File: config.mk
export PLATFORM = sky130hd
export DESIGN_NAME = alu_seq_flat
export DESIGN_NICKNAME = d
export VERILOG_FILES = /design/src/rtl/alu_pkg.sv /design/src/rtl/alu_seq_if.sv /design/src/rtl/alu_mul_seq.sv /design/src/rtl/alu_seq.sv /design/src/flat_wrapper.sv
export SDC_FILE = /design/constraint.sdc
export NUM_CORES = 1
export LEC_CHECK = 0
export CAP_MARGIN = 10
export CORE_MARGIN = 1
export CORE_UTILIZATION = 50
export DETAILED_ROUTE_END_ITERATION = 10
export GPL_TIMING_DRIVEN = 0
export PLACE_DENSITY_LB_ADDON = 0.08
export SKIP_CTS_REPAIR_TIMING = 1
export SLEW_MARGIN = 20
export SYNTH_ARGS = -nofsm -noshare
export SYNTH_HDL_FRONTEND = slang
export SYNTH_SLANG_ARGS = --single-unit
File: constraint.sdc
create_clock -name clk -period 12.95 [get_ports clk]
set_clock_uncertainty 0.1 [all_clocks]
set_input_delay 3.885 -clock clk [delete_from_list [all_inputs] [get_ports clk]]
set_output_delay 3.885 -clock clk [all_outputs]
set_load 0.005 [all_outputs]
File: src/rtl/alu_pkg.sv
// alu_pkg: opcode, flag and FSM state types shared by the sequential ALU slice.
package alu_pkg;
    typedef enum logic [3:0] {
        OP_ADD  = 4'd0,
        OP_SUB  = 4'd1,
        OP_AND  = 4'd2,
        OP_OR   = 4'd3,
        OP_XOR  = 4'd4,
        OP_INC  = 4'd5,
        OP_MOVA = 4'd6,
        OP_MOVB = 4'd7,
        OP_SHL  = 4'd8,
        OP_SHR  = 4'd9,
        OP_SRA  = 4'd10,
        OP_MUL  = 4'd11
    } op_e;
    typedef struct packed {
        logic c;
        logic v;
        logic n;
        logic z;
    } flags_t;
    typedef enum logic {IDLE, BUSY} state_e;
endpackage

File: src/rtl/alu_seq_if.sv
// alu_seq_if: operand-side and result-side valid/ready bus of the sequential ALU.
interface alu_seq_if #(parameter int BW = 16);
    import alu_pkg::*;
    logic          in_valid;
    logic          in_ready;
    logic [BW-1:0] in_a;
    logic [BW-1:0] in_b;
    logic [3:0]    opcode;
    logic          out_valid;
    logic          out_ready;
    logic [BW-1:0] out;
    flags_t        flags;
    modport master (output in_valid, in_a, in_b, opcode, out_ready,
                    input  in_ready, out_valid, out, flags);
    modport slave  (input  in_valid, in_a, in_b, opcode, out_ready,
                    output in_ready, out_valid, out, flags);
endinterface

File: src/rtl/alu_mul_seq.sv
// alu_mul_seq: iterative signed multiplier, one shift-add step per clock on operand magnitudes.
module alu_mul_seq #(parameter int BW = 16) (
    input  logic            clk,
    input  logic            rst_n,
    input  logic            start,
    input  logic [BW-1:0]   a,
    input  logic [BW-1:0]   b,
    output logic            done,
    output logic [2*BW-1:0] p
);
    localparam int CW = $clog2(BW);
    logic [2*BW-1:0] mcand, acc, sum;
    logic [BW-1:0]   mplier, ma, mb;
    logic [CW-1:0]   cnt;
    logic            neg, run;
    assign ma = a[BW-1] ? -a : a;
    assign mb = b[BW-1] ? -b : b;
    // The final step's sum is used combinationally so the result lands on the BW-th edge.
    assign sum  = acc + (mplier[0] ? mcand : '0);
    assign done = run && cnt == CW'(BW - 1);
    assign p    = neg ? -sum : sum;
    always_ff @(posedge clk or negedge rst_n) begin
        if (!rst_n) begin
            mcand  <= '0;
            mplier <= '0;
            acc    <= '0;
            cnt    <= '0;
            neg    <= 1'b0;
            run    <= 1'b0;
        end else if (start) begin
            mcand  <= {{BW{1'b0}}, ma};
            mplier <= mb;
            acc    <= '0;
            cnt    <= '0;
            neg    <= a[BW-1] ^ b[BW-1];
            run    <= 1'b1;
        end else if (run) begin
            acc    <= sum;
            mcand  <= mcand << 1;
            mplier <= mplier >> 1;
            cnt    <= cnt + 1'b1;
            run    <= !done;
        end
    end
endmodule

File: src/rtl/alu_seq.sv
// alu_seq: registered valid/ready ALU with shifts and multi-cycle signed multiply.
// Define ALU_SEQ_SAT_EN to saturate ADD/SUB/INC on overflow instead of wrapping.
module alu_seq #(parameter int BW = 16) (
    input  logic     clk,
    input  logic     rst_n,
    alu_seq_if.slave bus
);
    import alu_pkg::*;
    localparam int SHW = $clog2(BW);
`ifdef ALU_SEQ_SAT_EN
    localparam bit SAT = 1'b1;
`else
    localparam bit SAT = 1'b0;
`endif
    localparam logic [BW-1:0] MAXP = {1'b0, {(BW-1){1'b1}}};
    localparam logic [BW-1:0] MINN = {1'b1, {(BW-1){1'b0}}};
    state_e          state, state_nx;
    logic [BW-1:0]   a, b, res;
    logic [SHW-1:0]  amt;
    logic [2*BW-1:0] prod;
    flags_t          f, mf;
    logic            accept, start, mul_done, ld_mul, load;
    assign a            = bus.in_a;
    assign b            = bus.in_b;
    assign amt          = b[SHW-1:0];
    assign bus.in_ready = state == IDLE && (!bus.out_valid || bus.out_ready);
    assign accept       = bus.in_valid && bus.in_ready;
    assign start        = accept && bus.opcode == OP_MUL;
    alu_mul_seq #(.BW(BW)) u_mul (
        .clk   (clk),
        .rst_n (rst_n),
        .start (start),
        .a     (a),
        .b     (b),
        .done  (mul_done),
        .p     (prod)
    );
    always_comb begin
        res = '0;
        f   = '0;
        case (bus.opcode)
            OP_ADD: begin
                {f.c, res} = {1'b0, a} + {1'b0, b};
                f.v = a[BW-1] == b[BW-1] && res[BW-1] != a[BW-1];
            end
            OP_SUB: begin
                {f.c, res} = {1'b0, a} - {1'b0, b};
                f.v = a[BW-1] != b[BW-1] && res[BW-1] != a[BW-1];
            end
            OP_INC: begin
                {f.c, res} = {1'b0, a} + 1'b1;
                f.v = a == MAXP;
            end
            OP_AND:  res = a & b;
            OP_OR:   res = a | b;
            OP_XOR:  res = a ^ b;
            OP_MOVA: res = a;
            OP_MOVB: res = b;
            // An extra guard bit beside the operand catches the last bit shifted out.
            OP_SHL:  {f.c, res} = {1'b0, a} << amt;
            OP_SHR:  {res, f.c} = {a, 1'b0} >> amt;
            OP_SRA:  {res, f.c} = $signed({a, 1'b0}) >>> amt;
            default: res = '0;
        endcase
        if (SAT && f.v) res = res[BW-1] ? MAXP : MINN;
        f.n = res[BW-1];
        f.z = res == '0;
    end
    always_comb begin
        mf   = '0;
        mf.v = !(&prod[2*BW-1:BW-1] || ~|prod[2*BW-1:BW-1]);
        mf.n = prod[BW-1];
        mf.z = prod[BW-1:0] == '0;
    end
    always_comb begin
        state_nx = state;
        ld_mul   = state == BUSY && mul_done;
        state_nx = state == IDLE ? (start ? BUSY : IDLE) : (mul_done ? IDLE : BUSY);
        load     = (accept && !start) || ld_mul;
    end
    always_ff @(posedge clk or negedge rst_n) begin
        if (!rst_n) state <= IDLE;
        else state <= state_nx;
    end
    always_ff @(posedge clk or negedge rst_n) begin
        if (!rst_n) begin
            bus.out_valid <= 1'b0;
            bus.out       <= '0;
            bus.flags     <= '0;
        end else if (load) begin
            bus.out_valid <= 1'b1;
            bus.out       <= ld_mul ? prod[BW-1:0] : res;
            bus.flags     <= ld_mul ? mf : f;
        end else if (bus.out_ready) begin
            bus.out_valid <= 1'b0;
        end
    end
endmodule
File: src/flat_wrapper.sv
// flat-port wrapper written by rule: the top's interface ports become plain ports
module alu_seq_flat import alu_pkg::*;
#(parameter int BW = 16)
  (clk, rst_n, bus_in_valid, bus_in_a, bus_in_b, bus_opcode, bus_out_ready, bus_in_ready, bus_out_valid, bus_out, bus_flags);
  alu_seq_if #(.BW(BW)) bus_i ();
  input  logic clk;
  input  logic rst_n;
  input wire logic [$bits(bus_i.in_valid)-1:0] bus_in_valid;
  input wire logic [$bits(bus_i.in_a)-1:0] bus_in_a;
  input wire logic [$bits(bus_i.in_b)-1:0] bus_in_b;
  input wire logic [$bits(bus_i.opcode)-1:0] bus_opcode;
  input wire logic [$bits(bus_i.out_ready)-1:0] bus_out_ready;
  output wire logic [$bits(bus_i.in_ready)-1:0] bus_in_ready;
  output wire logic [$bits(bus_i.out_valid)-1:0] bus_out_valid;
  output wire logic [$bits(bus_i.out)-1:0] bus_out;
  output wire logic [$bits(bus_i.flags)-1:0] bus_flags;
  assign bus_i.in_valid = bus_in_valid;
  assign bus_i.in_a = bus_in_a;
  assign bus_i.in_b = bus_in_b;
  assign bus_i.opcode = bus_opcode;
  assign bus_i.out_ready = bus_out_ready;
  assign bus_in_ready = bus_i.in_ready;
  assign bus_out_valid = bus_i.out_valid;
  assign bus_out = bus_i.out;
  assign bus_flags = bus_i.flags;
  alu_seq #(.BW(BW)) u_core (.clk(clk), .rst_n(rst_n), .bus(bus_i));
endmodule
==> results.cfg <==
[synthesis]
synthTopCellsByArea = dfrtp_1, ha_1, mux2i_1
synth_top_cell_area_share = 0.2084
synth-warning-count = 0
synth-seq-cells = 107
syn_inst = 1670
yosysSeqAreaShare = 0.2084
ys_types = 88
synth.net_count = 1798
ys.flop_type = dfrtp_1
synthMostInstantiatedCell = nor2_1
avgSynthCellArea_sq_um = 7.695
syn-cell-area_sq_um = 12850
synth_edf_count = 0
ys_top_cells_by_count = nor2_1, nand2_1, o21ai_0
yosysTopAreaCell = dfrtp_1
async_reset_ff_frac = 1.000

[worst_setup_path]
reg2reg_slack_ns = 7.04
criticalPathCategory = primary input to register
crit_required_ns = 13.14
critical-path-top-delay-family = buffers and inverters
path_max_fanout = 10
cp.buffers_inverters = 5
path_cells = clkdlybuf4s50_1, clkbuf_1, buf_1, clkbuf_1, inv_1, ha_1, nand2_1, a21oi_1, a221o_1, a221oi_1, and3_1, nand4_1, nor4_1, nand4_1, nor4_1, nand3_1, a31oi_1
startpoint_type = primary input
critical-path-max-stage-delay_ns = 0.82
cp.arrival_ns = 9.78
cp-end-kind = register
slowest_stage = a221oi_1

[layout]
layout.nets = 1876
diodes = 0
area_delta_synth_final_pct = 11.07
drive_gt1_frac = 0.04735
utilization = 0.5668
fillCellCount = 2421

[sta]
finalHoldViolCount = 0
fmax_mhz = 104.3
finalCritPeriodShare = 0.7405
rsz0062_at_grt = false
slew_headroom = 0.2602
setup_viol = 0
finalMaxSlewViolations = 0
setup_tns_ns = 0
worstMarginPinSlew_ns = 1.103
final.min_clock_period_ns = 9.590

[routing]
drt_iter0_drc = 1433
vias_per_cell = 6.622
detail-route-antenna-nets = 0
via_count = 13790
wl_per_cell_um = 24.60
drc_errors = 0
wl_um = 51240
first_pass_iters = 6

[clock_network]
cts.reportedPaths.clkPinSlew_ns = 0.08
clkSinkCount = 107
cts_buffers = 9
cts_buffer_depth = 2
htreeDepth = 3
root_buffer = clkbuf_16
cts_tree = yes
clkLatencyLatePin_ns = 0.37

[grt]
grt_pass1_wl_um = 77490
antenna_found_initial = 0
grt.overflow.total = 0
grt_max_degree = 66
grt_pass1_vias = 13030
track_usage = 0.3881

[placed_design]
gp_congestion = 1.080
io_buffers = 61
dp_hpwl_um = 40520

[power_and_ir_drop]
power_density_nw_per_um2 = 181.8
max-vdd-ir-drop_mv = 0.1378
power_leakage_nw = 5.844

[floorplanning]
core_area_sq_um = 25180
rows = 58
chipWidth_um = 162.3
die_y_um = 162.3
io_pins = 62
initial_core_util = 0.5103
die_area_sq_um = 26350

[outcome]
outcome = complete, no violations

[worst_hold_path]
hold_class = register to register

[flow_run]
cap_violations = 0
-- cells in the final DEF (no fill, tap or decap), types with 59 or more instances in the layout --
cell / instances
nor2_1: 176
nand2_1: 163
clkbuf_1: 110
a21oi_1: 96
mux2i_1: 87
dfrtp_1: 107
o21ai_0: 116
ha_1: 85
inv_1: 59
xnor2_1: 61
clkdlybuf4s50_1: 60
-- sequential cells by signal (all words and copies together) (netlist names) --
register,cells
u_core.bus.flags,4
u_core.u_mul.cnt,4
u_core.u_mul.mplier,16
u_core.u_mul.run,1
u_core.u_mul.acc,32
u_core.u_mul.mcand,32
u_core.state,1
u_core.bus.out,15
u_core.u_mul.neg,1
u_core.bus.out_valid,1
-- worst paths after layout --
check | to | startpoint | depth (start not counted)
worst min register to register | u_core.bus.out[1] | u_core.bus.out[1] | 2
worst max register to register | u_core.bus.flags[2] | u_core.u_mul.mplier[0] | 16
min in group asynchronous | u_core.u_mul.acc[4] | rst_n | 1
max in group asynchronous | u_core.u_mul.acc[20] | rst_n | 2
worst min-delay path | u_core.bus.out[1] | u_core.bus.out[1] | 2
worst max-delay path | u_core.bus.flags[0] | bus_in_b[0] | 17
-- stage by stage --
stage               worst slack [ns]  total power, mW  cell area [sq um]  hold slack, ns  instances
finish                         3.360            2.595              14270          0.4044       2083
global route                   3.055            2.782              14270          0.4319       2083
CTS                            3.489            2.559              14270          0.4058       2083
detailed placement             3.133            2.263              13970          0.3853       2067
global placement               3.115            2.228              13870          0.3816       2061
floorplan                      4.841            1.770              12850          0.3733       1670
-- where the power goes --
group	switching (mW)	internal, mW
Clock	0.145	0.142
Combinational	1.05	0.659
Sequential	0.110	0.485
Total	1.31	1.29
-- final cells by class --
cell class	count	area, sq um	area share
flip-flops and latches	107	2678	0.1876
clock inverters	6	67.56	0.004734
well taps	330	412.9	0.02893
inverters	62	232.7	0.01630
repair buffers	67	665.6	0.04663
plain buffers	127	494.2	0.03462
multi-input cells	1374	9484	0.6644
clock buffers	10	239.0	0.01674
-- worst reg2reg max path, stage by stage, from the launching register on --
cell       delay [ns]
dfrtp_1          0.48
clkbuf_1         0.38
and2_1           0.24
ha_1             0.28
clkbuf_1         0.23
or3_1            0.41
a2111oi_0        0.45
a31oi_1          0.17
a2111oi_1        0.61
nand4b_1         0.31
or4b_2           0.76
nor2_1           0.23
mux2_2           0.36
o21ai_0          0.14
nand4_1          0.14
a2111oi_2        0.39
nor3_1           0.10
-- logic make-up after synthesis --
logic type / after synthesis / synth area share
AOI/OAI and AO/OA: 493 / 0.2607
xor gates and xnor gates: 88 / 0.05997
adders and majority gates: 88 / 0.08743
buffers and inverters: 189 / 0.05657
DFF: 107 / 0.2084
muxes: 114 / 0.1054
and+or+nand+nor: 591 / 0.2215
-- layer usage --
layer / GRT usage / routed length, um
met1: 0.4745 / 20080
met3: 0.05516 / 3811
met4: 0.2333 / 3241
met5: 0 / 0
met2: 0.6465 / 24110
No activity file was read; power rests on OpenSTA's default activity.
